`src/rtl/redux_stack_pkg.sv`:
```
// Shared types for the REDUX-V data stack: per-cycle operation encoding
// and the decode from the raw push/pop strobes.
package redux_stack_pkg;

  typedef enum logic [1:0] {
    OP_NOP     = 2'd0,
    OP_PUSH    = 2'd1,
    OP_POP     = 2'd2,
    OP_REPLACE = 2'd3
  } stack_op_t;

  // Both strobes together mean "replace the top", not two separate ops.
  function automatic stack_op_t decode_op(input logic push, input logic pop);
    stack_op_t op;
    case ({push, pop})
      2'b10:   op = OP_PUSH;
      2'b01:   op = OP_POP;
      2'b11:   op = OP_REPLACE;
      default: op = OP_NOP;
    endcase
    return op;
  endfunction

endpackage

```
`src/rtl/stack_ram.sv`:
```
// Stack storage: DEPTH x BITS array, one synchronous write port and one
// asynchronous read port. Contents are not reset.
module stack_ram #(
  parameter int BITS      = 8,
  parameter int ADDR_BITS = 4
) (
  input  logic                 clk,
  input  logic                 we,
  input  logic [ADDR_BITS-1:0] waddr,
  input  logic [BITS-1:0]      wdata,
  input  logic [ADDR_BITS-1:0] raddr,
  output logic [BITS-1:0]      rdata
);

  logic [BITS-1:0] mem [2**ADDR_BITS];

  // Single write port, committed on the rising edge.
  always_ff @(posedge clk) begin
    if (we) mem[waddr] <= wdata;
  end

  assign rdata = mem[raddr];

endmodule

```
`src/rtl/stack_mem.sv`:
```
// Data-side LIFO for the REDUX-V stack. Holds occupancy, the registered
// top-of-stack word and status flags; storage lives in stack_ram.
// Optional macro STACK_ERR_EN adds a sticky err output for overflow/underflow.
module stack_mem
  import redux_stack_pkg::*;
#(
  parameter int BITS      = 8,
  parameter int ADDR_BITS = 4
) (
  input  logic                 clk,
  input  logic                 reset,
  input  logic                 push,
  input  logic                 pop,
  input  logic [BITS-1:0]      din,
  output logic [BITS-1:0]      dout,
  output logic                 valid,
  output logic                 full,
  output logic                 empty,
  output logic [ADDR_BITS:0]   count
`ifdef STACK_ERR_EN
  ,
  output logic                 err
`endif
);

  localparam logic [ADDR_BITS:0]   CNT_ONE = (ADDR_BITS+1)'(1);
  localparam logic [ADDR_BITS:0]   CNT_TWO = (ADDR_BITS+1)'(2);
  localparam logic [ADDR_BITS-1:0] IDX_ONE = ADDR_BITS'(1);
  localparam logic [ADDR_BITS-1:0] IDX_TWO = ADDR_BITS'(2);

  stack_op_t             op;
  logic [ADDR_BITS:0]    count_nxt;
  logic [BITS-1:0]       dout_nxt;
  logic                  we;
  logic [ADDR_BITS-1:0]  waddr;
  logic [ADDR_BITS-1:0]  raddr;
  logic [BITS-1:0]       rdata;

  // Count never exceeds DEPTH, so its MSB alone marks the full state.
  assign full  = count[ADDR_BITS];
  assign empty = (count == '0);
  assign valid = !empty;

  // Look one entry below the top so a pop can load the new top directly.
  assign raddr = count[ADDR_BITS-1:0] - IDX_TWO;
  assign op    = decode_op(push, pop);

  stack_ram #(.BITS(BITS), .ADDR_BITS(ADDR_BITS)) u_ram (
    .clk   (clk),
    .we    (we),
    .waddr (waddr),
    .wdata (din),
    .raddr (raddr),
    .rdata (rdata)
  );

  // Next count/top/write decode; illegal operations leave everything as is.
  always_comb begin
    count_nxt = count;
    dout_nxt  = dout;
    we        = 1'b0;
    waddr     = count[ADDR_BITS-1:0];
    case (op)
      OP_PUSH: begin
        if (!full) begin
          we        = 1'b1;
          count_nxt = count + CNT_ONE;
          dout_nxt  = din;
        end
      end
      OP_POP: begin
        if (count >= CNT_TWO) begin
          count_nxt = count - CNT_ONE;
          dout_nxt  = rdata;
        end else if (!empty) begin
          count_nxt = '0;
          dout_nxt  = '0;
        end
      end
      OP_REPLACE: begin
        // On an empty stack only the push half can take effect.
        we       = 1'b1;
        dout_nxt = din;
        if (!empty) begin
          waddr = count[ADDR_BITS-1:0] - IDX_ONE;
        end else begin
          count_nxt = CNT_ONE;
        end
      end
      default: ;
    endcase
  end

  // Occupancy and registered top-of-stack.
  always_ff @(posedge clk or posedge reset) begin
    if (reset) begin
      count <= '0;
      dout  <= '0;
    end else begin
      count <= count_nxt;
      dout  <= dout_nxt;
    end
  end

`ifdef STACK_ERR_EN
  logic illegal;

  // A replace on an empty stack still counts as an underflow.
  assign illegal = ((op == OP_PUSH)    && full)  ||
                   ((op == OP_POP)     && empty) ||
                   ((op == OP_REPLACE) && empty);

  // Sticky error, cleared only by reset.
  always_ff @(posedge clk or posedge reset) begin
    if (reset)        err <= 1'b0;
    else if (illegal) err <= 1'b1;
  end
`endif

endmodule

```
`config.mk`:
```
export PLATFORM = sky130hd
export DESIGN_NAME = stack_mem
export DESIGN_NICKNAME = d
export VERILOG_FILES = /design/src/rtl/redux_stack_pkg.sv /design/src/rtl/stack_ram.sv /design/src/rtl/stack_mem.sv
export SDC_FILE = /design/constraint.sdc
export NUM_CORES = 1
export LEC_CHECK = 0
export ABC_CLOCK_PERIOD_IN_PS = 2950
export CORE_MARGIN = 5
export CORE_UTILIZATION = 55
export CTS_BUF_LIST = sky130_fd_sc_hd__clkbuf_4
export CTS_CLUSTER_SIZE = 8
export DETAILED_ROUTE_END_ITERATION = 7
export GPL_TIMING_DRIVEN = 1
export PLACE_DENSITY_LB_ADDON = 0.2
export SYNTH_ARGS = -nofsm -noshare
export SYNTH_HDL_FRONTEND = slang
export SYNTH_SLANG_ARGS = --single-unit
```
`constraint.sdc`:
```
create_clock -name clk -period 2.95 [get_ports clk]
set_input_delay 0.295 -clock clk [delete_from_list [all_inputs] [get_ports clk]]
set_output_delay 0.295 -clock clk [all_outputs]
set_load 0.01 [all_outputs]
```
* Word-level counts from Yosys, hierarchy flattened *
Memories as Yosys holds them, arrays and structs flattened.
Cells that the tools add are included.

operators by class
  order comparisons = 1
  shifts and indexed selects = 0
  multipliers = 0
  eq/ne operators = 9
  muxes and demuxes = 16
  reduce and logical (&&, ||, !) cells = 6
  $add $sub $neg = 4
  bitwise logic cells = 0
  div/mod/pow operators = 0

operator list
  cell                                                 number
  2-to-1 mux 8 bit                                     3
  one-hot mux 8 bit (3 select lines)                   1
  2-to-1 mux 5 bit                                     4
  one-hot mux 5 bit (3 select lines)                   1
  == test 2 bit, second input constant                 4
  2-to-1 mux 4 bit                                     2
  one-hot mux 2 bit (3 select lines)                   1
  AND reduction 3 bit                                  2
  adder 5 x 1 -> 5 bit, second input constant          1
  >= comparator 5 x 2 -> 1 bit, second input constant  1
  logical NOT 5 bit                                    1
  subtractor 5 x 1 -> 5 bit, second input constant     1
  == test 2 x 1 -> 1 bit, second input constant        2
  != test 2 bit, second input constant                 2
  AND reduction 4 bit                                  1
  subtractor 4 x 1 -> 4 bit, second input constant     1
  subtractor 4 x 2 -> 4 bit, second input constant     1
  2-to-1 mux 1 bit                                     3
  != test 3 bit, second input constant                 1
  nonzero test 3 bit                                   1
  one-hot mux 1 bit (2 select lines)                   1
  logical NOT 1 bit                                    1

word-level totals
  memory bits (writable) = 128
  bits of input ports = 12
  word-level logic and storage cells = 40
  flip-flop bits (word level) = 13
  ROM bits = 0
  latch bits = 0
  memories kept = 1
  output and inout port bits = 16

memories
  memory     depth  bits a word  rd ports  clocked after Yosys merged registers in  wr ports  RTL line         RTL
  u_ram.mem  16     8            1         0                                        1         stack_ram.sv:15  logic [BITS-1:0] mem [2**ADDR_BITS];

* Logic depth before layout (Yosys ltp) *
Gate-level depths: netlist (run 1).

  word-level depth = 6
  depth in mapped cells = 11
  depth with buffers taken out = 8

* By module *
Synthesis (run 1) repeated with hierarchy kept, for this count alone.

unflattened totals
  cells, all modules = 336
  area total of the unflattened synthesis = 5989.5 µm²

modules (own cells, without submodules)
  module     cells an instance  area an instance (µm²)  times used
  stack_ram  221                4987.3                  1
  stack_mem  115                1002.2                  1

* Worst setup path before layout (run 1) *
No wires, ideal clock.

  kind = flip-flop to flip-flop
  start = register count[0]
  end = memory u_ram.mem[1][0] (enable)
  stages on the path, launching flop included = 12
  arrival = 2569 ps
  library setup time = 370 ps
  buffers on the path = 3
  period minus slack after synthesis = 2939 ps
  setup slack = 11 ps
  cell sequence = dfrtp_1 > buf_6 > buf_4 > clkinv_1 > ha_1 > or4b_4 > buf_6 > clkinv_4 > nor2_2 > and3_1 > o21ai_2 > nor2_1

on the way
  longest elaborated chain between the ends = 3
  elaborated cells on any way between the ends = 4
  those cells by class = add/sub: 1; mux: 2; reduce/logical: 1

RTL lines
  what                      RTL line          RTL
  start: declaration        stack_mem.sv:19   output logic [ADDR_BITS:0] count
  start signal: assignment  stack_mem.sv:100  count <= count_nxt;
  logical NOT 5 bit         stack_mem.sv:41   assign empty = (count == '0);
  net empty                 stack_mem.sv:18   output logic empty,
  2-to-1 mux 4 bit          stack_mem.sv:84   if (!empty) begin
  2-to-1 mux 4 bit          stack_mem.sv:63   case (op)
  end: declaration          stack_ram.sv:15

The timed path passes the listed nets, and every way through them passes these cells.

* Worst setup path in the final report (run 1) *
  start = register count[1]
  end = output empty

on the way
  longest elaborated chain between the ends = 1

RTL lines
  what               RTL line
  logical NOT 5 bit  stack_mem.sv:41
  end: declaration   stack_mem.sv:18

Every way passes these cells.

==> results.py, run 1 <==
metrics = {
    "outcome": {
        "status": "completed",
    },
    "worst_setup_path": {
        "crit_fanout": 10,
        "cp-end-kind": "output pin",
        "startpoint_type": "flip-flop",
        "crit_required_ns": 2.65,
        "critical_path_class": "reg -> out",
        "arrival_ns": 2.47,
    },
    "timing": {
        "max_freq_mhz": 361,
        "fin_crit_sh": 0.939,
        "slew_headroom": 0.465,
        "hold_viol": 0,
        "finalMaxSlewViolations": 0,
        "period_needed_ns": 2.77,
        "rsz0062_at_grt": "false",
        "fin_tns_setup_ns": 0,
        "finalSetupViolCount": 0,
        "tightest_slew_ns": 0.801,
        "skew_ns": 0.0198,
    },
    "grt": {
        "grt_util_met1": 0.316,
        "grt_pass1_vias": 3384,
        "gr-usage-met2": 0.335,
        "antenna_found_initial": 0,
        "gr-max-usage-layer": "met2",
        "grt_pass1_wl_mm": 20.5,
        "grt_max_degree": 38,
        "grt.overflow.total": 0,
        "grtUsageMet3": 0.0453,
        "grt_use_total": 0.217,
    },
    "logic_synthesis": {
        "ys_seq_elements": 141,
        "synth.area.top_cells": "edfxtp_1 (64%), mux4_2 (12%), dfrtp_1 (5.4%)",
        "syn-num-nets": 360,
        "syn-mean-instance-area_um2": 17.7,
        "seq_area_frac_synth": 0.689,
        "synth_flop_cell": "edfxtp_1",
        "synth_async_sr_flop_share": 0.0922,
        "synth_enable_flop_cells": 128,
        "synthCells": 341,
        "syn_area_um2": 6050,
        "yosys.cell_types.count": 52,
        "yosysTopAreaCell": "edfxtp_1",
        "yosys_warnings": 0,
        "yosysTopAreaCellShare": 0.635,
    },
    "placed_design": {
        "io_buffers": 27,
        "gp_congestion": 0.846,
        "dp_hpwl_mm": 8.81,
    },
    "route": {
        "via_per_inst": 6.16,
        "drt_iter0_drc": 323,
        "dr.pass1.iters": 5,
        "routed_wl_mm": 13.4,
        "drc": 0,
        "vias": 3433,
        "antenna_left": 0,
        "routedWlPerCell_um": 24.0,
    },
    "layout": {
        "nNetsFinal": 423,
        "num_antenna_cells": 0,
        "nFillCells": 750,
        "ff_latch_area_um2": 4170,
        "drive_above_1_share": 0.266,
        "fin_util": 0.644,
        "multi_input_area_um2": 1740,
        "area_delta_synth_final_pct": 14.9,
    },
    "power_and_ir_drop": {
        "power_density_nw_per_um2": 918,
        "vdd_ir_drop_max_v": 0.000486,
        "power_leakage_nw": 2.35,
    },
    "clock_tree": {
        "path_clk_slew_ns": 0.13,
        "tritoncts": "done",
        "ctsResizeCount": 0,
        "cts_sinks": 141,
        "cts_buffers": 17,
        "h-tree-depth": 4,
        "cts_root_buf": "clkbuf_4",
        "postCtsSetupRepairBufs": 0,
        "clock_latency_ns": 0.53,
        "hold_buffers": 0,
        "cts_buffer_depth": 2,
    },
    "run": {
        "drv_cap": 0,
    },
    "die": {
        "dieArea_um2": 13200,
        "core-area_um2": 10800,
        "ios": 28,
        "die_w_um": 115,
        "initial_core_util": 0.561,
        "die_h_um": 115,
        "num_rows": 38,
    },
    "worst_hold_path": {
        "hold_class": "in -> async",
    },
}
stage by stage:
stage | worst slack (ns) | power, W | hold slack, ns | instances | cell area [µm²]
final | 0.181 | 0.00638 | 0.125 | 557 | 6950
after global routing | 0.0326 | 0.00672 | 0.140 | 557 | 6950
after CTS | 0.137 | 0.00641 | 0.116 | 557 | 6950
after detailed placement | 0.346 | 0.00504 | 0.485 | 525 | 6620
after global placement | 0.419 | 0.00502 | 0.477 | 525 | 6620
after floorplan | 0.0110 | 0.00428 | 0.172 | 341 | 6050
Yosys cell counts (all sizes together), types with 3 or more instances:
cell / count
clkinv: 3
buf: 13
o31ai: 3
mux4: 32
edfxtp: 128
inv: 3
nor3: 11
o21ai: 19
o221ai: 4
mux2i: 12
o21a: 4
ha: 7
nor2: 29
nand2: 14
a31oi: 3
nand2b: 5
dfrtp: 13
a2111o: 4
a21oi: 10
registers in the layout (all words and copies together), names as in the netlist:
signal / flops
count: 5
dout: 8
u_ram.mem: 128
final timing paths:
path	endpoint	cells past startpoint	startpoint	slack (ns)
min in group clk	dout[2]	1	dout[2]	0.52
hold reg to reg	dout[2]	1	dout[2]	0.52
hold / removal	dout[6]	2	reset	0.13
setup / recovery	empty	5	count[1]	0.18
setup reg to reg	u_ram.mem[8][3]	8	count[1]	0.27
max in group asynchronous	count[0]	2	reset	2.39
area by class of cell:
cell class / count / area share
tap: 140 / 0.0252
multi-input combinational: 179 / 0.250
sequential: 141 / 0.600
clock inverter: 14 / 0.0277
clock buffer: 18 / 0.0194
inverter: 6 / 0.00396
timing repair buffer: 59 / 0.0734
critical path: stages (launching register included):
cell and delay (ns):
dfrtp_1 0.40, clkinv_1 0.20, ha_1 0.19, or4b_4 0.56
clkinv_4 0.08, clkdlybuf4s50_1 0.54
cell families after synthesis:
| logic type | Yosys count | share of synthesized area |
|---|---|---|
| AOI/OAI and AO/OA | 56 | 0.0718 |
| xor gates and xnor gates | 2 | 0.00538 |
| adders and majority gates | 7 | 0.0145 |
| buffers and inverters | 21 | 0.0234 |
| DFF | 141 | 0.689 |
| muxes | 44 | 0.140 |
| and+or+nand+nor | 70 | 0.0563 |
layout by cell type, fill, tap and decap left out, types with 2 or more instances in the layout:
cell type	Yosys	final
a21oi_2	2	2
clkinv_1	2	3
clkbuf_4	0	18
a31oi_1	3	3
edfxtp_1	128	128
xnor2_2	2	2
o21ai_4	2	2
o21ai_0	13	13
o21ai_1	3	3
a21oi_1	7	7
nand3_1	2	2
a22o_1	2	2
clkinv_4	1	5
nor3_1	11	11
bufinv_16	0	4
clkdlybuf4s50_1	0	27
inv_1	3	3
clkinv_2	0	2
mux4_2	31	31
and2_1	2	2
buf_4	3	32
clkinvlp_4	0	2
nand2b_1	5	5
mux2i_1	12	12
o221ai_1	4	4
nand2_1	12	12
o21a_1	4	4
nor2_1	28	28
a2111o_1	4	4
o31ai_1	2	2
dfrtp_1	13	12
ha_1	7	7
per-layer routing:
metal | share of wire | vias up | wire [µm]
met3 | 0.067 | 19 | 892
li1 | - | 1505 | -
met5 | 0 | - | 0
met2 | 0.48 | 148 | 6450
met4 | 0.017 | 0 | 229
met1 | 0.43 | 1761 | 5780
where the power goes:
group          switching, W  internal [W]
combinational       0.00136       0.00110
clock              0.000693      0.000684
sequential         0.000102       0.00244
(Power assumes the default switching activity.)
==> inputs of run 2 (changes only) <==
--- a/config.mk
+++ b/config.mk
@@ -9,7 +9,7 @@
 export CORE_MARGIN = 5
 export CORE_UTILIZATION = 55
 export CTS_BUF_LIST = sky130_fd_sc_hd__clkbuf_4
-export CTS_CLUSTER_SIZE = 8
+export CTS_CLUSTER_SIZE = 24
 export DETAILED_ROUTE_END_ITERATION = 7
 export GPL_TIMING_DRIVEN = 1
 export PLACE_DENSITY_LB_ADDON = 0.2
==> results of run 2 <==
No change in the layout: final DEF, timing and power equal those of run 1.
